**src/rtl/c_bus_pkg.sv**
```systemverilog
// Shared constants for the c_bus control PIO: word field positions, command width, FSM encoding.
// Holds no logic of its own. The only helper packs a command into a 32-bit PIO word.
package c_bus_pkg;

  localparam int CB_STB     = 27;
  localparam int CB_TGT_HI  = 26;
  localparam int CB_TGT_LO  = 24;
  localparam int CB_ADDR_HI = 23;
  localparam int CB_ADDR_LO = 16;
  localparam int CB_DATA_HI = 15;
  localparam int CB_DATA_LO = 0;
  localparam int CB_CMD_W   = 27;

  localparam logic [3:0] S_INIT       = 4'd0;
  localparam logic [3:0] S_IDLE       = 4'd1;
  localparam logic [3:0] S_SETUP_WR   = 4'd2;
  localparam logic [3:0] S_SETUP_WAIT = 4'd3;
  localparam logic [3:0] S_STB_WR     = 4'd4;
  localparam logic [3:0] S_STB_WAIT   = 4'd5;
  localparam logic [3:0] S_REL_WR     = 4'd6;
  localparam logic [3:0] S_REL_WAIT   = 4'd7;
  localparam logic [3:0] S_ACK        = 4'd8;

  // cmd layout is {target[2:0], addr[7:0], data[15:0]}; bits 31:28 of the PIO word stay 0.
  function automatic logic [31:0] cb_word(input logic stb, input logic [CB_CMD_W-1:0] cmd);
    logic [31:0] w;
    w = '0;
    w[CB_STB]                = stb;
    w[CB_TGT_HI:CB_TGT_LO]   = cmd[26:24];
    w[CB_ADDR_HI:CB_ADDR_LO] = cmd[23:16];
    w[CB_DATA_HI:CB_DATA_LO] = cmd[15:0];
    return w;
  endfunction

endpackage

```
**src/rtl/c_bus_rr_arbiter.sv**
```systemverilog
// Round-robin arbiter: grant goes to the first requester after the pointer, wrapping around.
// Grant and index are combinational. The pointer moves to the winner only when advance_i is high.
module c_bus_rr_arbiter #(
  parameter int NUM_REQ = 2
) (
  input  logic               clk,
  input  logic               reset,
  input  logic [NUM_REQ-1:0] req_i,
  input  logic               advance_i,
  output logic [NUM_REQ-1:0] grant_o,
  output logic [2:0]         grant_idx_o
);

  logic [2:0] ptr_q;
  logic [7:0] req_w;
  logic [3:0] cand;
  logic       found;

  always_comb begin
    req_w       = 8'(req_i);
    found       = 1'b0;
    grant_idx_o = '0;
    cand        = '0;
    for (int k = 1; k <= NUM_REQ; k++) begin
      cand = 4'(ptr_q) + 4'(k);
      if (cand >= 4'(NUM_REQ)) cand = cand - 4'(NUM_REQ);
      if (!found && req_w[cand[2:0]]) begin
        found       = 1'b1;
        grant_idx_o = cand[2:0];
      end
    end
  end

  always_comb begin
    grant_o = '0;
    for (int i = 0; i < NUM_REQ; i++)
      grant_o[i] = found && (grant_idx_o == 3'(i));
  end

  // Starting at NUM_REQ-1 makes requester 0 the first winner after reset.
  always_ff @(posedge clk or posedge reset) begin
    if (reset) ptr_q <= 3'(NUM_REQ - 1);
    else if (advance_i && found) ptr_q <= grant_idx_o;
  end

endmodule

```
**src/rtl/c_bus_sequencer.sv**
```systemverilog
// Sole Avalon-MM master of the c_bus PIO: arbitrates requesters and issues setup/strobe/release writes.
// Latency: req seen in IDLE -> ack after 4+SETUP_CYC+STROBE_CYC+HOLD_CYC cycles. Requesters hold req until ack.
module c_bus_sequencer
  import c_bus_pkg::*;
#(
  parameter int NUM_REQ    = 2,
  parameter int SETUP_CYC  = 2,
  parameter int STROBE_CYC = 4,
  parameter int HOLD_CYC   = 2
) (
  input  logic                        clk,
  input  logic                        reset,
  input  logic [NUM_REQ-1:0]          req,
  input  logic [NUM_REQ*CB_CMD_W-1:0] cmd,
  output logic [NUM_REQ-1:0]          ack,
  output logic                        busy,
  output logic [2:0]                  grant_id,
  output logic [1:0]                  avm_address,
  output logic                        avm_chipselect,
  output logic                        avm_write_n,
  output logic [31:0]                 avm_writedata
);

  localparam logic [7:0] SETUP_LD  = 8'(SETUP_CYC);
  localparam logic [7:0] STROBE_LD = 8'(STROBE_CYC);
  localparam logic [7:0] HOLD_LD   = 8'(HOLD_CYC);

  logic [3:0]          state_q, state_d;
  logic [7:0]          cnt_q, cnt_d;
  logic [CB_CMD_W-1:0] cmd_q, cmd_d, cmd_sel;
  logic [2:0]          gid_q, gid_d;
  logic                wr_q, wr_d;
  logic [31:0]         wdat_q, wdat_d;
  logic [NUM_REQ-1:0]  arb_gnt;
  logic [2:0]          arb_idx;
  logic                arb_adv;

  assign arb_adv = (state_q == S_IDLE) && (|req);

  c_bus_rr_arbiter #(.NUM_REQ(NUM_REQ)) u_arb (
    .clk        (clk),
    .reset      (reset),
    .req_i      (req),
    .advance_i  (arb_adv),
    .grant_o    (arb_gnt),
    .grant_idx_o(arb_idx)
  );

  always_comb begin
    cmd_sel = '0;
    for (int i = 0; i < NUM_REQ; i++)
      if (arb_gnt[i]) cmd_sel = cmd[i*CB_CMD_W +: CB_CMD_W];
  end

  // The PIO word is registered one state ahead, so each write shows up during its *_WR state.
  always_comb begin
    state_d = state_q;
    cnt_d   = cnt_q;
    cmd_d   = cmd_q;
    gid_d   = gid_q;
    wr_d    = 1'b0;
    wdat_d  = wdat_q;
    case (state_q)
      S_INIT: begin
        state_d = S_IDLE;
        wr_d    = 1'b1;
        wdat_d  = '0;
      end
      S_IDLE: begin
        if (|req) begin
          state_d = S_SETUP_WR;
          cmd_d   = cmd_sel;
          gid_d   = arb_idx;
          wr_d    = 1'b1;
          wdat_d  = cb_word(1'b0, cmd_sel);
        end
      end
      S_SETUP_WR: begin
        if (SETUP_LD == 8'd0) begin
          state_d = S_STB_WR;
          wr_d    = 1'b1;
          wdat_d  = cb_word(1'b1, cmd_q);
        end else begin
          state_d = S_SETUP_WAIT;
          cnt_d   = SETUP_LD;
        end
      end
      S_SETUP_WAIT: begin
        cnt_d = cnt_q - 8'd1;
        if (cnt_q <= 8'd1) begin
          state_d = S_STB_WR;
          wr_d    = 1'b1;
          wdat_d  = cb_word(1'b1, cmd_q);
        end
      end
      S_STB_WR: begin
        if (STROBE_LD == 8'd0) begin
          state_d = S_REL_WR;
          wr_d    = 1'b1;
          wdat_d  = cb_word(1'b0, cmd_q);
        end else begin
          state_d = S_STB_WAIT;
          cnt_d   = STROBE_LD;
        end
      end
      S_STB_WAIT: begin
        cnt_d = cnt_q - 8'd1;
        if (cnt_q <= 8'd1) begin
          state_d = S_REL_WR;
          wr_d    = 1'b1;
          wdat_d  = cb_word(1'b0, cmd_q);
        end
      end
      S_REL_WR: begin
        if (HOLD_LD == 8'd0) begin
          state_d = S_ACK;
        end else begin
          state_d = S_REL_WAIT;
          cnt_d   = HOLD_LD;
        end
      end
      S_REL_WAIT: begin
        cnt_d = cnt_q - 8'd1;
        if (cnt_q <= 8'd1) state_d = S_ACK;
      end
      S_ACK:   state_d = S_IDLE;
      default: state_d = S_INIT;
    endcase
  end

  always_ff @(posedge clk or posedge reset) begin
    if (reset) begin
      state_q <= S_INIT;
      cnt_q   <= '0;
      cmd_q   <= '0;
      gid_q   <= '0;
      wr_q    <= 1'b0;
      wdat_q  <= '0;
    end else begin
      state_q <= state_d;
      cnt_q   <= cnt_d;
      cmd_q   <= cmd_d;
      gid_q   <= gid_d;
      wr_q    <= wr_d;
      wdat_q  <= wdat_d;
    end
  end

  always_comb begin
    ack = '0;
    for (int i = 0; i < NUM_REQ; i++)
      ack[i] = (state_q == S_ACK) && (gid_q == 3'(i));
  end

  assign busy           = (state_q != S_IDLE);
  assign grant_id       = gid_q;
  assign avm_address    = 2'b00;
  assign avm_chipselect = wr_q;
  assign avm_write_n    = ~wr_q;
  assign avm_writedata  = wdat_q;

endmodule

```
**config.mk**
```make
export PLATFORM = sky130hd
export DESIGN_NAME = c_bus_sequencer
export DESIGN_NICKNAME = d
export VERILOG_FILES = /design/src/rtl/c_bus_pkg.sv /design/src/rtl/c_bus_rr_arbiter.sv /design/src/rtl/c_bus_sequencer.sv
export SDC_FILE = /design/constraint.sdc
export NUM_CORES = 1
export LEC_CHECK = 0
export ABC_CLOCK_PERIOD_IN_PS = 4100
export CAP_MARGIN = 5
export CORE_AREA = 8 8 100 102
export CTS_BUF_LIST = sky130_fd_sc_hd__clkbuf_16
export DETAILED_ROUTE_END_ITERATION = 8
export DIE_AREA = 0 0 108 110
export HOLD_SLACK_MARGIN = 0.05
export PLACE_DENSITY = 0.86
export SLEW_MARGIN = 5
export SYNTH_ARGS = -nofsm -noshare
export SYNTH_HDL_FRONTEND = slang
export SYNTH_SLANG_ARGS = --single-unit
```
**constraint.sdc**
```tcl
create_clock -name clk -period 4.1 [get_ports clk]
set_clock_uncertainty 0.1 [all_clocks]
set_input_delay 0.82 -clock clk [delete_from_list [all_inputs] [get_ports clk]]
set_output_delay 0.82 -clock clk [all_outputs]
set_load 0.05 [all_outputs]
```
Yosys cells after proc, flatten, opt, wreduce, memory -nomap -nowiden:

Cells that the tools add are included.

* bits in registers: 78
* bits of input ports: 58
* word-level logic and storage cells: 79
* output and inout port bits: 42

* equal/unequal tests: 15
* order comparisons: 5
* add/sub/neg operators: 5
* mux-type cells: 25
* reduce and logical (&&, ||, !) cells: 21
* bitwise gates (word level): 1

Operator list (number)
* case mux 32 bit (4 select lines): 1
* 2-to-1 mux 32 bit: 3
* 2-to-1 mux 27 bit: 2
* case mux 4 bit (8 select lines): 1
* case mux 8 bit (3 select lines): 1
* == test 4 x 3 -> 1 bit, second input constant: 4
* 2-to-1 mux 4 bit: 4
* 2-to-1 mux 3 bit: 4
* == test 4 x 2 -> 1 bit, second input constant: 2
* >= comparator 4 x 2 -> 1 bit, second input constant: 2
* less-or-equal comparator 8 x 1 -> 1 bit, second input constant: 1
* less-than comparator 3 x 4 -> 1 bit, second input constant: 2
* AND reduction 4 bit: 2
* OR reduction 2 bit: 4
* subtractor 8 x 1 -> 8 bit, second input constant: 1
* logical AND 1 bit: 7
* binary-select mux 1 bit (select 3 bit): 2
* == test 3 x 1 -> 1 bit, second input constant: 2
* zero test 3 bit: 2
* 2-to-1 mux 1 bit: 6
* != test 2 bit, second input constant: 3
* subtractor 3 x 2 -> 3 bit, second input constant: 2
* adder 3 x 1 -> 4 bit, second input constant: 1
* adder 3 x 2 -> 4 bit, second input constant: 1
* 12 further kinds: 12

Logic depth before layout (Yosys ltp):

* depth after elaboration: 15
* mapped depth: 12
* mapped depth without buffers: 8

Hierarchy:

Synthesis repeated with hierarchy kept, for this count alone.

* cells, all modules: 372
* area total of the unflattened synthesis: 3877.5 µm²

Modules (own cells, without submodules)
* c_bus_sequencer: times used 1, area each 3485.8 µm², cells each 332, sequential area each 1776.7 µm²
* c_bus_rr_arbiter: times used 1, area each 391.6 µm², cells each 40, sequential area each 76.3 µm²

Worst setup path before layout:

Ideal clock, no wire load.

* path type: register -> register
* start point: register u_arb.ptr_q[0]
* end point: register wdat_q[26], in the netlist avm_writedata[26]
* setup time: 0.082 ns
* arrival: 3.122 ns
* required time: 3.918 ns
* path slack: 0.796 ns
* path buffers: 4
* cell stages (with the launch flop): 13
* clock period less this slack: 3.304 ns
* cell sequence: dfstp_2 > clkbuf_1 > inv_1 > clkbuf_1 > ha_1 > nor2_1 > or4_1 > nor3_1 > buf_2 > buf_1 > a221oi_1 > a21o_1 > a31oi_1

* cells in the longest elaborated chain, start to end: 15
* elaborated cells on any way between the ends: 26
* classes of those cells: add/sub (4); order compare (2); eq/ne (1); mux (14); reduce/logical (5)

RTL lines
* start: declaration: RTL line c_bus_rr_arbiter.sv:14 `logic [2:0] ptr_q;`
* start signal: assignment: RTL line c_bus_rr_arbiter.sv:42 `if (reset) ptr_q <= 3'(NUM_REQ - 1);`
* start signal: assignment: RTL line c_bus_rr_arbiter.sv:43 `else if (advance_i && found) ptr_q <= grant_idx_o;`
* adder 3 x 1 -> 4 bit: RTL line c_bus_rr_arbiter.sv:25 `cand = 4'(ptr_q) + 4'(k);`
* >= comparator 4 x 2 -> 1 bit or subtractor 3 x 2 -> 3 bit (tied branches): RTL line c_bus_rr_arbiter.sv:26 `if (cand >= 4'(NUM_REQ)) cand = cand - 4'(NUM_REQ);`
* 2-to-1 mux 3 bit: RTL line c_bus_rr_arbiter.sv:26
* binary-select mux 1 bit (select 3 bit): RTL line c_bus_rr_arbiter.sv:27 `if (!found && req_w[cand[2:0]]) begin`
* 2-to-1 mux 1 bit (implied by the code): RTL line c_bus_rr_arbiter.sv:27
* 2-to-1 mux 1 bit: RTL line c_bus_rr_arbiter.sv:27
* zero test 1 bit: RTL line c_bus_rr_arbiter.sv:27
* logical AND 1 bit: RTL line c_bus_rr_arbiter.sv:27
* 2-to-1 mux 3 bit: RTL line c_bus_rr_arbiter.sv:27
* zero test 3 bit: RTL line c_bus_rr_arbiter.sv:37 `grant_o[i] = found && (grant_idx_o == 3'(i));`
* logical AND 1 bit: RTL line c_bus_rr_arbiter.sv:37
* 2-to-1 mux 27 bit: RTL line c_bus_sequencer.sv:52 `if (arb_gnt[i]) cmd_sel = cmd[i*CB_CMD_W +: CB_CMD_W];`
* 2-to-1 mux 27 bit *: RTL line c_bus_sequencer.sv:52
* 2-to-1 mux 32 bit *: RTL line c_bus_sequencer.sv:70 `if (|req) begin`
* case mux 32 bit (4 select lines) *: RTL line c_bus_sequencer.sv:63 `case (state_q)`
* end signal: assignment: RTL line c_bus_sequencer.sv:145 `wdat_q <= wdat_d;`
* end: declaration: RTL line c_bus_sequencer.sv:33 `logic [31:0] wdat_q, wdat_d;`

Mark *: on every way between the ends. The rest lies on a longest branch, timed or not. The select of a mux whose other input is x is not followed.
A chain may end at the register's enable or synchronous reset.

Worst setup path after layout:

* start point: register state_q[0]
* end point: output port ack[0]

* cells in the longest elaborated chain, start to end: 2

RTL lines
* start: declaration: RTL line c_bus_sequencer.sv:28 `logic [3:0] state_q, state_d;`
* start signal: assignment: RTL line c_bus_sequencer.sv:140 `state_q <= state_d;`
* == test 4 bit: RTL line c_bus_sequencer.sv:152 `ack[i] = (state_q == S_ACK) && (gid_q == 3'(i));`
* logical AND 1 bit: RTL line c_bus_sequencer.sv:152
* end: declaration: RTL line c_bus_sequencer.sv:15 `output logic [NUM_REQ-1:0] ack,`

Every way passes these cells.

==> results.md <==
* Status: finished, final reports clean
* Setup TNS at 0 ns
* VDD IR max at 482 µV
* Largest net degree at the start of global routing at 57
* Placed instance area at 0.00503 mm²
* Top delay family on crit path: simple AND/OR/NAND/NOR gates
* DIE WIDTH at 108 µm
* Vias in the first global route at 3584
* Row cnt at 34
* Compound-Gate Fraction of Synth Area at 24.1%
* Initial core utilization at 48.4%
* Gpl congestion at 0.867
* Tcrit/Tclk final at 91.6%
* Placed Cells at 632
* Synthesized area at 0.00410 mm²
* Largest family of logic cells by synthesized area: compound AO/OA/AOI/OAI gates
* DR iter-0 viols at 217
* Mean area per synthesized cell at 8.97 µm²
* RSZ-0062 raised after global routing: no
* Final Cell Area at 0.00534 mm²
* Slowest cell on the critical path: clkdlybuf4s50_1
* Fin crit period at 3.76 ns
* Max Fanout on Critical Path at 16
* Postcts setup bufs at 0
* Top FF cell, synth: dfrtp_1
* Max-Cap Viols at 0
* Layout cells sized above 1 at 7.41%
* All-layer global routing usage at 18.0%
* Max Fclk at 266 MHz
* Reg power frac at 28.0%
* Total grt overflow at 0
* Critical path startpoint category: flop
* Buffers on Ports at 93
* CTS tree: done
* Asr flop ratio synth at 100%
* Max-slew violations at 0
* CP Cell Sequence: or3_1, or4b_2, nor2_1, clkdlybuf4s50_1
* Combinational Power Share at 53.2%
* Multiplexer area fraction after synthesis at 1.28%
* Fin. Hold Viols at 0
* Via count at 3708
* Pleak at 2.31 nW
* Die height at 110 µm
* Adder-cell share of the synthesized area at 2.44%
* Final number of setup-violating endpoints at 0
* Critical Path End Type: output port
* Rel. slew slack at 43.7%
* Largest stage delay, worst path at 0.81 ns
* Psw at 0.00196 W
* Final cell count without fillers at 648
* Type of the worst setup path: reg -> out
* WP buf/inv at 1
* Root Driver: clkbuf_16
* DRC Markers at 0
* Clk pwr share at 18.8%
* Via density at 5.72
* Distinct cells, synth at 48
* # fillers at 700
* Num CTS Buffers at 9
* Core ar. at 0.00847 mm²
* Die Area at 0.0119 mm²
* Synth Instances at 457
* Crit path DAT at 2.84 ns
* Routed length per instance at 16.4 µm
* Pre-antenna DRT Iters at 5
* CTS clock-pin slew for the worst setup and hold paths at 0.06 ns
* Initial antenna violation count at 0
* Post-synthesis sequential area ratio at 45.2%
* Area Overhead vs Synth at 30.3%
* PD cells at 815 mW/mm²
* IO Count at 100
* Max clock buf depth at 2
* Dpl hpwl at 7.50 mm
* # hold bufs at CTS at 0
* Layout Nets at 601
* Worst-Skew Late Latency at 0.33 ns
* Internal at 0.00239 W
* WP data required at 3.18 ns
* Ys Warns at 0
* Htree depth at 3
* First-pass GRT wire length at 17.3 mm
* Routed wire length at 10.6 mm
* Worst-Margin Slew at 0.844 ns
* Post-cts gate resize count at 0
* Post-synth EDFFs at 0
* Yosys reg bits at 74
* # clock sinks at 74
* Post-DRT Antenna Nets at 0
* # diodes at 0
* Hold Crit Class: reg -> reg
* Synth Area in XOR/XNOR at 1.07%
* Simple-Gate Fraction of Synth Area at 19.0%
* Net Sw Frac at 45.2%
-- sequential cells by signal (all words and copies together) (netlist names) --
| signal | count |
|---|---|
| avm_chipselect | 1 |
| avm_writedata | 28 |
| cmd_q | 27 |
| cnt_q | 8 |
| grant_id | 3 |
| state_q | 4 |
| u_arb.ptr_q | 3 |
-- cells by family after synthesis --
group           Yosys count
compound gates          129
xor+xnor                  5
fa+ha+maj                 8
buf+inv                  51
flops                    74
mux                       5
other cells               1
simple gates            184
-- final cells by class --
type                       count  area (µm²)  area share [%]
multi-input combinational    337        2000            37.5
sequential                    74        1850            34.7
timing repair buffer         102         998            18.7
clock buffer                   9         225            4.22
tap                          108         135            2.53
clock inverter                 7        86.3            1.62
inverter                      11        41.3           0.773
-- per-layer routing --
metal	share of wire [%]	vias up	GRT usage, %
li1	-	1774	-
met3	5.7	16	3.78
met5	0	-	0
met4	1.7	0	7.63
met1	41	1820	21.3
met2	52	98	31.1
-- worst register-to-register path: cells and delay by family, from the launching register on --
kind | cells | cell delay (ns)
flops | 1 | 0.72
simple gates | 3 | 0.83
compound gates | 3 | 0.54
fa+ha+maj | 1 | 0.43
buf+inv | 2 | 0.74
-- synthesized netlist by cell type (2+ instances only) --
cell	n	area [µm²]
nand2_1	101	379
dfrtp_1	73	1830
nor2_1	52	195
a221oi_1	25	219
a21o_1	24	180
a22oi_1	22	165
a31oi_1	21	131
clkbuf_1	19	71.3
inv_1	11	41.3
a21oi_1	8	40.0
ha_1	8	100
buf_4	7	52.6
buf_6	7	78.8
o21ai_0	7	35.0
a211oi_1	5	37.5
or3_1	5	31.3
a2111oi_0	4	35.0
a31oi_2	4	50.1
nand2b_1	4	25.0
buf_1	3	11.3
buf_2	3	15.0
mux2i_1	3	30.0
nor4_1	3	18.8
or2_2	3	18.8
xnor2_1	3	26.3
a21boi_0	2	15.0
and2_1	2	12.5
mux2_2	2	22.5
nand3_1	2	10.0
nor2b_1	2	12.5
nor3_1	2	10.0
nor3b_1	2	15.0
o22a_1	2	17.5
xor2_1	2	17.5
-- cells in the final DEF (no fill, tap or decap), types with 8 or more instances in the layout --
cell type,instances
nand2_1,101
clkdlybuf4s50_1,93
dfrtp_1,73
nor2_1,52
a221oi_1,25
a21o_1,24
a22oi_1,22
a31oi_1,21
inv_1,12
clkbuf_16,9
buf_4,9
ha_1,8
-- power by group through the flow --
stage | logic [W] | registers [W] | clock network, W
4_1_cts | 0.00233 | 0.00122 | 0.000830
6_report | 0.00231 | 0.00122 | 0.000819
3_3_place_gp | 0.00224 | 0.00121 | 0
2_1_floorplan | 0.00122 | 0.00166 | 0
3_5_place_dp | 0.00232 | 0.00122 | 0
5_1_grt | 0.00252 | 0.00126 | 0.000866
-- stage by stage --
step	worst slack (ns)	utilization (%)	hold WS, ns	total power (W)
6_report	0.344	63.1	0.374	0.00435
5_1_grt	0.250	63.1	0.397	0.00464
4_1_cts	0.349	63.1	0.377	0.00438
3_5_place_dp	0.699	59.4	0.362	0.00355
3_3_place_gp	0.725	59.4	0.356	0.00345
2_1_floorplan	0.796	-	0.346	0.00288
-- worst paths after layout --
check / start / to / slack (ns) / cells past startpoint
worst max-delay path: state_q[0]$_DFFE_PP0P_ / ack[0] / 0.34 / 4
worst min-delay path: cmd_q[24]$_DFFE_PP0P_ / cmd_q[24]$_DFFE_PP0P_ / 0.37 / 2
worst max register to register: u_arb.ptr_q[0]$_DFFE_PP1P_ / avm_writedata[0]$_DFFE_PP0P_ / 0.65 / 9
worst min register to register: cmd_q[24]$_DFFE_PP0P_ / cmd_q[24]$_DFFE_PP0P_ / 0.37 / 2
max in group asynchronous: reset / u_arb.ptr_q[0]$_DFFE_PP1P_ / 2.10 / 3
min in group asynchronous: reset / cmd_q[24]$_DFFE_PP0P_ / 0.88 / 2
Power figures use the tool's default switching activity.
